==> config.mk <==
export PLATFORM = sky130hd
export DESIGN_NAME = serv_seq_ctrl
export DESIGN_NICKNAME = d
export VERILOG_FILES = /design/src/rtl/serv_seq_ctrl.sv
export SDC_FILE = /design/constraint.sdc
export NUM_CORES = 1
export LEC_CHECK = 0
export ABC_AREA = 1
export BUFFER_PORTS_ARGS = -buffer_cell sky130_fd_sc_hd__buf_4
export CELL_PAD_IN_SITES_DETAIL_PLACEMENT = 0
export CELL_PAD_IN_SITES_GLOBAL_PLACEMENT = 1
export CORE_ASPECT_RATIO = 0.8
export CORE_MARGIN = 1.5
export CORE_UTILIZATION = 33
export CTS_CLUSTER_DIAMETER = 150
export DETAILED_ROUTE_END_ITERATION = 7
export PLACE_DENSITY_LB_ADDON = 0.3
export SYNTH_ARGS = -nofsm -noshare
export SYNTH_HDL_FRONTEND = slang
export SYNTH_SLANG_ARGS = --single-unit
==> constraint.sdc <==
create_clock -name i_clk -period 3.25 [get_ports i_clk]
set_input_delay 0.65 -clock i_clk [delete_from_list [all_inputs] [get_ports i_clk]]
set_output_delay 0.65 -clock i_clk [all_outputs]
set_load 0.02 [all_outputs]
==> src/rtl/serv_seq_ctrl.sv <==
// Bit-serial execution sequencer: fetch handshake, register-file wait, W/B-cycle
// counting run, and the second-stage wait used by two-stage (init) instructions.
module serv_seq_ctrl #(
    parameter int W        = 32,
    parameter int B        = 1,
    parameter int WITH_CSR = 1,
    parameter int MDU      = 0
) (
    input  logic                   i_clk,
    input  logic                   i_rst_n,
    input  logic                   i_branch_op,
    input  logic                   i_cond_branch,
    input  logic                   i_bne_or_bge,
    input  logic                   i_mem_op,
    input  logic                   i_shift_op,
    input  logic                   i_slt_op,
    input  logic                   i_mdu_op,
    input  logic                   i_e_op,
    input  logic                   i_rd_op,
    input  logic                   i_new_irq,
    input  logic                   i_alu_cmp,
    input  logic                   i_ctrl_misalign,
    input  logic                   i_mem_misalign,
    input  logic                   i_sh_done,
    input  logic                   i_ibus_ack,
    input  logic                   i_dbus_ack,
    input  logic                   i_rf_ready,
    input  logic                   i_mdu_ready,
    output logic [$clog2(W)-1:0]   o_cnt,
    output logic [$clog2(W)-4:0]   o_mem_bytecnt,
    output logic                   o_init,
    output logic                   o_cnt_en,
    output logic                   o_cnt_done,
    output logic                   o_ctrl_pc_en,
    output logic                   o_ctrl_jump,
    output logic                   o_ctrl_trap,
    output logic                   o_ibus_cyc,
    output logic                   o_dbus_cyc,
    output logic                   o_mdu_valid,
    output logic                   o_rf_rreq,
    output logic                   o_rf_wreq,
    output logic                   o_rf_rd_en
);
    localparam int CW = $clog2(W);
    localparam logic [CW-1:0] STEP = CW'(B);
    localparam logic [CW-1:0] LAST = CW'(W - B);

    typedef enum logic [1:0] {FETCH, WAIT_RF, RUN, WAIT2} state_t;

    state_t        state_q, state_d;
    logic [CW-1:0] cnt_q, cnt_d;
    logic          cnt_done_q, cnt_done_d;
    logic          init_done_q, init_done_d;
    logic          jump_q, jump_d;
    logic          trap_q, trap_d;
    logic          w2_first_q, w2_first_d;

    logic csr_en, mdu_en, two_stage, jump_now;
    assign csr_en    = (WITH_CSR != 0);
    assign mdu_en    = (MDU != 0);
    assign two_stage = i_slt_op | i_mem_op | i_branch_op | i_shift_op | (mdu_en & i_mdu_op);
    // An interrupt pending during the run collapses the instruction to one stage.
    assign o_init    = two_stage & ~i_new_irq & ~init_done_q;
    assign jump_now  = i_branch_op & (~i_cond_branch | (i_alu_cmp ^ i_bne_or_bge));

    always_ff @(posedge i_clk or negedge i_rst_n) begin
        if (!i_rst_n) begin
            state_q     <= FETCH;
            cnt_q       <= '0;
            cnt_done_q  <= 1'b0;
            init_done_q <= 1'b0;
            jump_q      <= 1'b0;
            trap_q      <= 1'b0;
            w2_first_q  <= 1'b0;
        end else begin
            state_q     <= state_d;
            cnt_q       <= cnt_d;
            cnt_done_q  <= cnt_done_d;
            init_done_q <= init_done_d;
            jump_q      <= jump_d;
            trap_q      <= trap_d;
            w2_first_q  <= w2_first_d;
        end
    end

    always_comb begin
        state_d     = state_q;
        cnt_d       = cnt_q;
        init_done_d = init_done_q;
        jump_d      = jump_q;
        trap_d      = trap_q;
        w2_first_d  = 1'b0;
        o_rf_rreq   = 1'b0;
        o_rf_wreq   = 1'b0;
        o_dbus_cyc  = 1'b0;
        o_mdu_valid = 1'b0;
        // Registered so it is high exactly in the cycle where cnt_q == W-B.
        cnt_done_d  = (state_q == RUN) && !cnt_done_q && ((cnt_q + STEP) == LAST);
        unique case (state_q)
            FETCH: begin
                if (i_ibus_ack) begin
                    o_rf_rreq = 1'b1;
                    state_d   = WAIT_RF;
                end
            end
            WAIT_RF: begin
                if (i_rf_ready) begin
                    cnt_d   = '0;
                    state_d = RUN;
                end
            end
            RUN: begin
                cnt_d = cnt_q + STEP;
                if (cnt_done_q) begin
                    if (o_init) begin
                        init_done_d = 1'b1;
                        jump_d      = jump_now;
                        trap_d      = csr_en & ((jump_now & i_ctrl_misalign) |
                                                (i_mem_op & i_mem_misalign));
                        w2_first_d  = 1'b1;
                        state_d     = WAIT2;
                    end else begin
                        init_done_d = 1'b0;
                        jump_d      = 1'b0;
                        trap_d      = 1'b0;
                        state_d     = FETCH;
                    end
                end
            end
            WAIT2: begin
                o_dbus_cyc  = i_mem_op & ~i_mem_misalign & ~trap_q;
                o_mdu_valid = mdu_en & i_mdu_op;
                if (trap_q && w2_first_q) begin
                    o_rf_rreq = 1'b1;
                    state_d   = WAIT_RF;
                end else if (((i_slt_op | i_branch_op) && w2_first_q) ||
                             (i_shift_op && i_sh_done) ||
                             (i_mem_op && i_dbus_ack && !trap_q) ||
                             (mdu_en && i_mdu_op && i_mdu_ready)) begin
                    o_rf_wreq = 1'b1;
                    state_d   = WAIT_RF;
                end
            end
            default: state_d = FETCH;
        endcase
    end

    assign o_cnt         = cnt_q;
    assign o_mem_bytecnt = cnt_q[CW-1:3];
    assign o_cnt_en      = (state_q == RUN);
    assign o_cnt_done    = cnt_done_q;
    assign o_ctrl_pc_en  = o_cnt_en & ~o_init;
    assign o_ctrl_jump   = jump_q;
    assign o_ctrl_trap   = csr_en & (i_e_op | i_new_irq | trap_q);
    assign o_ibus_cyc    = (state_q == FETCH) & i_rst_n;
    assign o_rf_rd_en    = i_rd_op & ~o_init;
endmodule

---- After elaboration in Yosys (flattened, before gate mapping) ----
Cells that the tools add are included.
operators by class
  multiplexer cells ....................... 21
  bitwise logic cells ..................... 25
  add/sub/neg operators ................... 1
  reduce and logical (&&, ||, !) cells .... 16
  eq/ne operators ......................... 8
operators with widths
  cell                                                                   count
  2-bit two-way mux                                                      6
  1-bit two-way mux                                                      11
  1-bit AND                                                              10
  5-bit case mux with 2 select lines                                     1
  1-bit OR                                                               8
  2-bit case mux with 4 select lines                                     1
  1-bit logical AND                                                      7
  1-bit inverter                                                         6
  5-bit by 1-bit adder with 5-bit output, second input constant          1
  5-bit equality test, second input constant                             1
  5-bit two-way mux                                                      1
  2-bit equality test, second input constant                             2
  2-bit != test, second input constant                                   2
  2-bit AND reduction                                                    2
  4-bit AND reduction                                                    1
  3-bit != test, second input constant                                   1
  2-bit by 1-bit equality test with 1-bit output, second input constant  1
  1-bit zero test                                                        2
  2-bit zero test                                                        1
  1-bit logical OR                                                       2
  2-bit by 1-bit != test with 1-bit output, second input constant        1
  1-bit case mux with 2 select lines                                     1
  2-bit nonzero test                                                     1
  1-bit bitwise XOR                                                      1
word-level totals
  input bits .............................. 20
  logic and storage cells ................. 78
  bits in registers ....................... 12
  output and inout bits ................... 19

---- Logic depth before layout (Yosys ltp) ----
Gate-level depths: netlist of the first run.
  word-level depth ........................ 8
  gate-level depth with buffers ........... 10
  gate-level depth less buffers ........... 10

---- Worst setup path before layout of the first run ----
OpenSTA, ideal clock, no wires.
  path type ............................... in2out
  start ................................... in i_mem_op
  end ..................................... out o_ctrl_pc_en
  stages .................................. 5
  setup slack ............................. 1252 ps
  buffers on the path ..................... 0
  data required time ...................... 2600 ps
  arrival ................................. 1348 ps
  cell sequence ........................... nor2_1 nand2_1 nand2_1 inv_1 nor2_1
between the ends
  longest elaborated chain between the ends .. 7
ends and longest elaborated chain
  what                     line  text
  start, declared          14    input logic i_mem_op,
  1-bit OR (3 in series)   61    assign two_stage = i_slt_op | i_mem_op | i_branch_op | i_shift_op | (mdu_en & i_mdu_op);
  1-bit AND (2 in series)  63    assign o_init = two_stage & ~i_new_irq & ~init_done_q;
  via o_init               31    output logic o_init,
  1-bit inverter           152   assign o_ctrl_pc_en = o_cnt_en & ~o_init;
  1-bit AND                152
  end, declared            34    output logic o_ctrl_pc_en,
The timed path passes the listed nets, and every way through them passes these cells.

---- Final worst setup path of the first run ----
  start ................................... reg state_q[0]
  end ..................................... out o_ctrl_pc_en
between the ends
  longest elaborated chain between the ends .. 2
ends and longest elaborated chain
  what                    line  text
  start, declared         50    state_t state_q, state_d;
  start signal, assigned  76    state_q <= state_d;
  2-bit equality test     150   assign o_cnt_en = (state_q == RUN);
  1-bit AND               152
Every way passes these cells.

==> run_results.csv, run 1 <==
group,metric,value,unit
outcome,status,"complete, no violations",
setup_path,start_kind,"register",
clocking,cts_tree,"done",
clocking,clkTransAtPathRegs,0.07,ns
global_route,grt_max_degree,14,
finish,area_growth,37.96,%
global_route,grt_overflow_total,0,
timing,hold_viol,0,
clocking,ctsResizeCount,0,
timing,rsz0062_at_grt,"no",
synthesis,postSynthCellCount,114,
die,die_area,0.002882,mm2
timing,finalCriticalPeriod,2.107,ns
setup_path,criticalPathCategory,"register to primary output",
clocking,cts_root_buf,"clkbuf_4",
clocking,cts_buffers,3,
routing,routed-via-count,800,
global_route,grt_pass1_vias,723,
finish,diodes,0,
synthesis,synth-warning-count,0,
die,start_util,34.68,%
setup_path,worstPathCellList,"inv_1, ha_1, inv_2, nor2_1, buf_4",
finish,drive_gt1_share,32.00,%
routing,wirelength,1929,um
timing,setup_ws,1.143,ns
flow_run,maxCapViolations,0,
die,design.core.area,0.002442,mm2
synthesis,postSynthAreaPerCell,7.430,um2
setup_path,crit_family,"flip-flops",
routing,wl_per_cell,10.37,um
routing,drt-vias-per-instance,4.301,
placement,place_congestion,0.8137,
setup_path,r2r_start,"state_q[0]",
global_route,grt_first_pass_wirelength,3277,um
routing,drc,0,
timing,finalSetupViolations,0,
setup_path,slowest_delay,0.42,ns
power_and_ir_drop,finalPower,0.0006038,W
setup_path,r2r_cells,5,
power_and_ir_drop,p_per_area,516.7,mW/mm2
placement,port-buffer-count,35,
clocking,clkSinkCount,12,
synthesis,synth_top_cell_by_area,"dfrtp_1",
placement,dp_hpwl,1624,um
timing,drv_slew,0,
clocking,clkLatencyLatePin,0.27,ns
timing,max_freq,0.4746,GHz
finish,finalNetCount,177,
die,rows,16,
global_route,antenna_found_initial,0,
routing,drt_iter0_drc,15,
placement,pre_cts_slack,1.166,ns
setup_path,crit_buf_inv,3,
clocking,cts_setup_buffers,0,
synthesis,ys_types,25,
power_and_ir_drop,power_leakage,0.6432,nW
setup_path,cp_slowest_cell,"dfrtp_1",
synthesis,syn_area,847.1,um2
synthesis,synth.area.top_cells,"dfrtp_1, nand2_1, inv_1, ha_1, nand3_1",
setup_path,regToRegSetupSlack,1.69,ns
global_route,grt_usage,15.02,%
clocking,cts_hold_buf,0,
synthesis,syn-num-nets,140,
die,die_x,59.65,um
clocking,htreeDepth,1,
placement,postPlaceCellArea,0.001132,mm2
synthesis,yosysTopAreaCellShare,35.45,%
finish,stdcell_area,0.001169,mm2
die,num_io_pins,39,
timing,fin_skew,0.001910,ns
die,die_h,48.32,um
synthesis,seq_area_frac_synth,35.45,%
timing,period_share,64.84,%
synthesis,ys_ff_latch,12,
setup_path,crit_arrival,1.46,ns
routing,ant_nets,0,
timing,fin_setup_tns,0,ns
routing,drt-pass1-iter-count,3,
clocking,clockBufferDepth,2,
min_path,holdCritPathClass,"input port to async pin",
setup_path,path_max_fanout,7,
setup_path,timing.rr.end,"o_cnt[0]",
setup_path,cp-end-kind,"primary output",
setup_path,worstPathRequired,2.60,ns
power_and_ir_drop,ir_worst_vdd,0.2747,mV
[cells by family (layout without fill, tap and decap cells)]
kind of cell | Yosys count | count (layout) | share of synthesized area [%]
flops | 12 | 12 | 35.45
buf+inv | 26 | 62 | 12.85
other cells | 1 | 1 | 0.4427
fa+ha+maj | 6 | 6 | 8.862
simple gates | 52 | 52 | 29.99
xor+xnor | 3 | 3 | 3.102
compound gates | 14 | 14 | 9.306
[final cells by class]
| type | count | area, um2 |
|---|---|---|
| clock buffer | 4 | 36.28 |
| fill | 274 | 1274 |
| inverter | 23 | 86.33 |
| multi-input combinational | 76 | 437.9 |
| sequential | 12 | 300.3 |
| tap | 36 | 45.04 |
| timing repair buffer | 35 | 262.8 |
[state kept, by name, summed over array words and instances, names as in the netlist]
register and cells:
w2_first_q 1, state_q 2, o_ctrl_jump 1, trap_q 1, init_done_q 1, o_cnt 5
o_cnt_done 1
[how the worst max path moves through the flow]
stage                     depth (start not counted)           end  startpoint  slack (ns)
after detailed placement                          7  o_ctrl_pc_en    i_mem_op        1.17
after floorplan                                   5  o_ctrl_pc_en    i_mem_op        1.25
after global placement                            7  o_ctrl_pc_en    i_mem_op        1.17
after global routing                              5  o_ctrl_pc_en  state_q[0]        1.03
final                                             5  o_ctrl_pc_en  state_q[0]        1.14
after CTS                                         5  o_ctrl_pc_en  state_q[0]        1.13
[where the power goes]
| part | internal, W | switching [W] | total (W) | leakage [nW] |
|---|---|---|---|---|
| Combinational | 0.000124 | 0.000169 | 0.000293 | 0.474 |
| Clock | 0.0000682 | 0.0000497 | 0.000118 | 0.0210 |
| Sequential | 0.000170 | 0.0000227 | 0.000193 | 0.148 |
[layer usage]
metal,share of wire [%],wire (um),vias up,global-route usage [%]
met1,48,925,358,20.57
met3,5.2,100,2,5.615
met5,0,0,-,0
li1,-,-,423,-
met4,0.52,10,0,2.222
met2,46,893,17,23.01
[placed cells by master (no fill, tap or decap), drive strengths merged]
| master | n |
|---|---|
| dfrtp | 12 |
| a21boi | 1 |
| inv | 23 |
| conb | 1 |
| clkbuf | 4 |
| nand2 | 23 |
| o21ai | 6 |
| xor2 | 2 |
| o22ai | 4 |
| nand3 | 10 |
| nor3 | 1 |
| ha | 6 |
| xnor2 | 1 |
| buf | 35 |
| or2 | 2 |
| nor2 | 13 |
| nand4 | 2 |
| a31oi | 1 |
| a21oi | 2 |
| nand3b | 1 |
[metrics by stage]
stage / hold WS [ns] / std cells / utilization (%)
5_1_grt: 0.1971 / 186 / 47.85
3_3_place_gp: 0.4719 / 182 / 46.36
3_5_place_dp: 0.4792 / 182 / 46.36
2_1_floorplan: 0.3544 / 114 / -
4_1_cts: 0.2042 / 186 / 47.85
6_report: 0.2061 / 186 / 47.85
[Yosys cell counts]
library cell,instances
xnor2_1,1
or2_4,1
a21oi_1,2
inv_1,21
a31oi_1,1
o22ai_1,4
xor2_1,2
nand3_1,10
inv_2,2
or2_2,1
nor2_2,1
o21ai_1,2
dfrtp_1,12
o21ai_0,4
conb_1,1
nand4_1,1
ha_1,6
nand4_2,1
nand2_1,22
nor2_1,12
buf_4,3
nor3_2,1
nand3b_4,1
nand2_2,1
a21boi_0,1
Power figures use the tool's default switching activity.
==> run 2, diff against run 1 <==
CORE_UTILIZATION = 31   (was 33)
clock period = 2.11 ns   (was 3.25 ns; I/O delays follow)
==> run 2 against run 1 <==
Effect of this change:
- hold slack gained 0.19 ns
- global-route usage shrank 1.9 points
- via count shrank 1.0%
- register-to-register slack lost 1.1 ns
- highest routed layer is now met3
- clock power grew 17%
- largest cell class unchanged
- critical path depth is the same
- core utilization shrank 1.7 points
- critical path type unchanged
- first-iteration DRC count grew 87%
==> run_results.csv, run 2 (same netlist as run 1, synthesis figures left out) <==
group,metric,value,unit
clocking,clkTransAtPathRegs,0.08,ns
clocking,htreeDepth,1,
timing,fin_skew,0.009058,ns
routing,drc,0,
global_route,grtUsageMet3,4.724,%
die,die_h,49.76,um
timing,rsz0062_at_grt,"no",
setup_path,slowest_delay,0.42,ns
setup_path,crit_arrival,1.44,ns
clocking,clockBufferDepth,2,
global_route,gr-max-usage-layer,"met1",
placement,dp_hpwl,1569,um
die,die_area,0.003057,mm2
routing,routed-via-count,792,
finish,area_growth,37.52,%
timing,max_freq,0.5372,GHz
routing,drt-pass1-iter-count,4,
setup_path,path_max_fanout,7,
die,num_io_pins,39,
setup_path,cp_slowest_cell,"dfrtp_1",
power_and_ir_drop,ir_worst_vdd,0.2878,mV
finish,finalNetCount,178,
finish,multi_input_comb_area,437.9,um2
global_route,use_met1,20.10,%
clocking,cts_tree,"done",
timing,finalCriticalPeriod,1.862,ns
setup_path,criticalPathCategory,"register to primary output",
clocking,cts_root_buf,"clkbuf_4",
global_route,antenna_found_initial,0,
placement,dpl.cell_count,182,
clocking,cts_buffers,3,
placement,postPlaceCellArea,0.001132,mm2
power_and_ir_drop,finalPower,0.0008769,W
placement,port-buffer-count,35,
power_and_ir_drop,power_leakage,0.6402,nW
routing,ant_nets,0,
flow_run,maxCapViolations,0,
finish,area.sequential,300.3,um2
min_path,holdCritPathClass,"input port to register",
timing,hold_viol,0,
finish,stdcell_area,0.001165,mm2
clocking,clkLatencyLatePin,0.27,ns
placement,place_congestion,0.7564,
clocking,clkSinkCount,12,
die,design.core.area,0.002522,mm2
timing,fin_setup_tns,0,ns
power_and_ir_drop,p_per_area,752.8,mW/mm2
finish,diodes,0,
global_route,grt_pass1_vias,691,
finish,drive_gt1_share,31.33,%
setup_path,regToRegSetupSlack,0.56,ns
setup_path,worstPathRequired,1.69,ns
finish,layout_common_cells,"buf_4, nand2_1, inv_1, nor2_1, dfrtp_1",
timing,period_share,88.23,%
setup_path,worstPathCellList,"inv_1, ha_1, inv_2, nor2_1, buf_4",
finish,fill_cells,271,
routing,wl_per_cell,9.866,um
setup_path,cp-end-kind,"primary output",
global_route,grt_overflow_total,0,
timing,setup_ws,0.2483,ns
finish,finalNonFillerCells,186,
outcome,status,"complete, no violations",
global_route,gr-usage-met2,18.09,%
placement,pre_cts_slack,0.4771,ns
global_route,grt_first_pass_wirelength,3049,um
timing,finalSetupViolations,0,
routing,drt_iter0_drc,28,
setup_path,start_kind,"register",
die,die_x,61.44,um
timing,drv_slew,0,
global_route,grt_max_degree,14,
finish,largest_reg_flops,5,
global_route,grt_usage,13.10,%
die,start_util,33.58,%
finish,layout_commonest_cell,"buf_4",
die,rows,16,
routing,wirelength,1835,um
routing,drt-vias-per-instance,4.258,
-- run 2: changes by cell type in the layout (fill, tap and decap cells not counted), sizes merged --
cell	previous run	this run
dlygate4sd3	0	1
clkbuf	4	3
-- run 2: final timing paths --
check                                    end  cells after the start             from
max in group asynchronous           o_cnt[1]                      2          i_rst_n
worst min-delay path                  trap_q                      3  i_ctrl_misalign
worst max register to register      o_cnt[0]                      5       state_q[0]
worst max-delay path            o_ctrl_pc_en                      5       state_q[0]
min in group asynchronous         o_cnt_done                      2          i_rst_n
worst min register to register   init_done_q                      2      init_done_q
-- run 2: layout make-up --
type | instances | share of cell area [%]
repair buffers | 36 | 23.42
inverters | 23 | 7.411
multi-input cells | 76 | 37.59
well taps | 36 | 3.867
clock buffers | 3 | 1.933
flip-flops and latches | 12 | 25.78
-- run 2: where the power goes --
group	total [W]	internal (W)	switching, W
logic	0.000442	0.000191	0.000252
registers	0.000296	0.000262	0.0000347
clock network	0.000138	0.0000660	0.0000722
total	0.000877	0.000518	0.000359
-- run 2: per-layer routing --
layer / part of all wire, % / up-vias
met5: 0 / -
met4: 0 / 0
met3: 5.5 / 0
met2: 41 / 22
met1: 53 / 340
li1: - / 430
-- run 2: stage by stage --
step	hold slack (ns)	util, %
CTS	0.3864	46.18
global route	0.3835	46.18
floorplan	0.1264	-
global placement	0.2754	44.89
detailed placement	0.2776	44.89
finish	0.3949	46.18
-- run 2: worst max-delay path, delay by kind of cell, from the launching register on --
| kind | cells | cell delay (ns) |
|---|---|---|
| adders and majority gates | 1 | 0.31 |
| buffers and inverters | 3 | 0.33 |
| DFF | 1 | 0.42 |
| and+or+nand+nor | 1 | 0.11 |
-- run 2: what timing repair did --
| item | in CTS | in global routing |
|---|---|---|
| endpoints found under the hold margin | 12 | 0 |
| endpoints found under the setup margin | 0 | 0 |
| resized for setup | 0 | 0 |
| hold buffers | 1 | 0 |
| setup buffers | 0 | 0 |
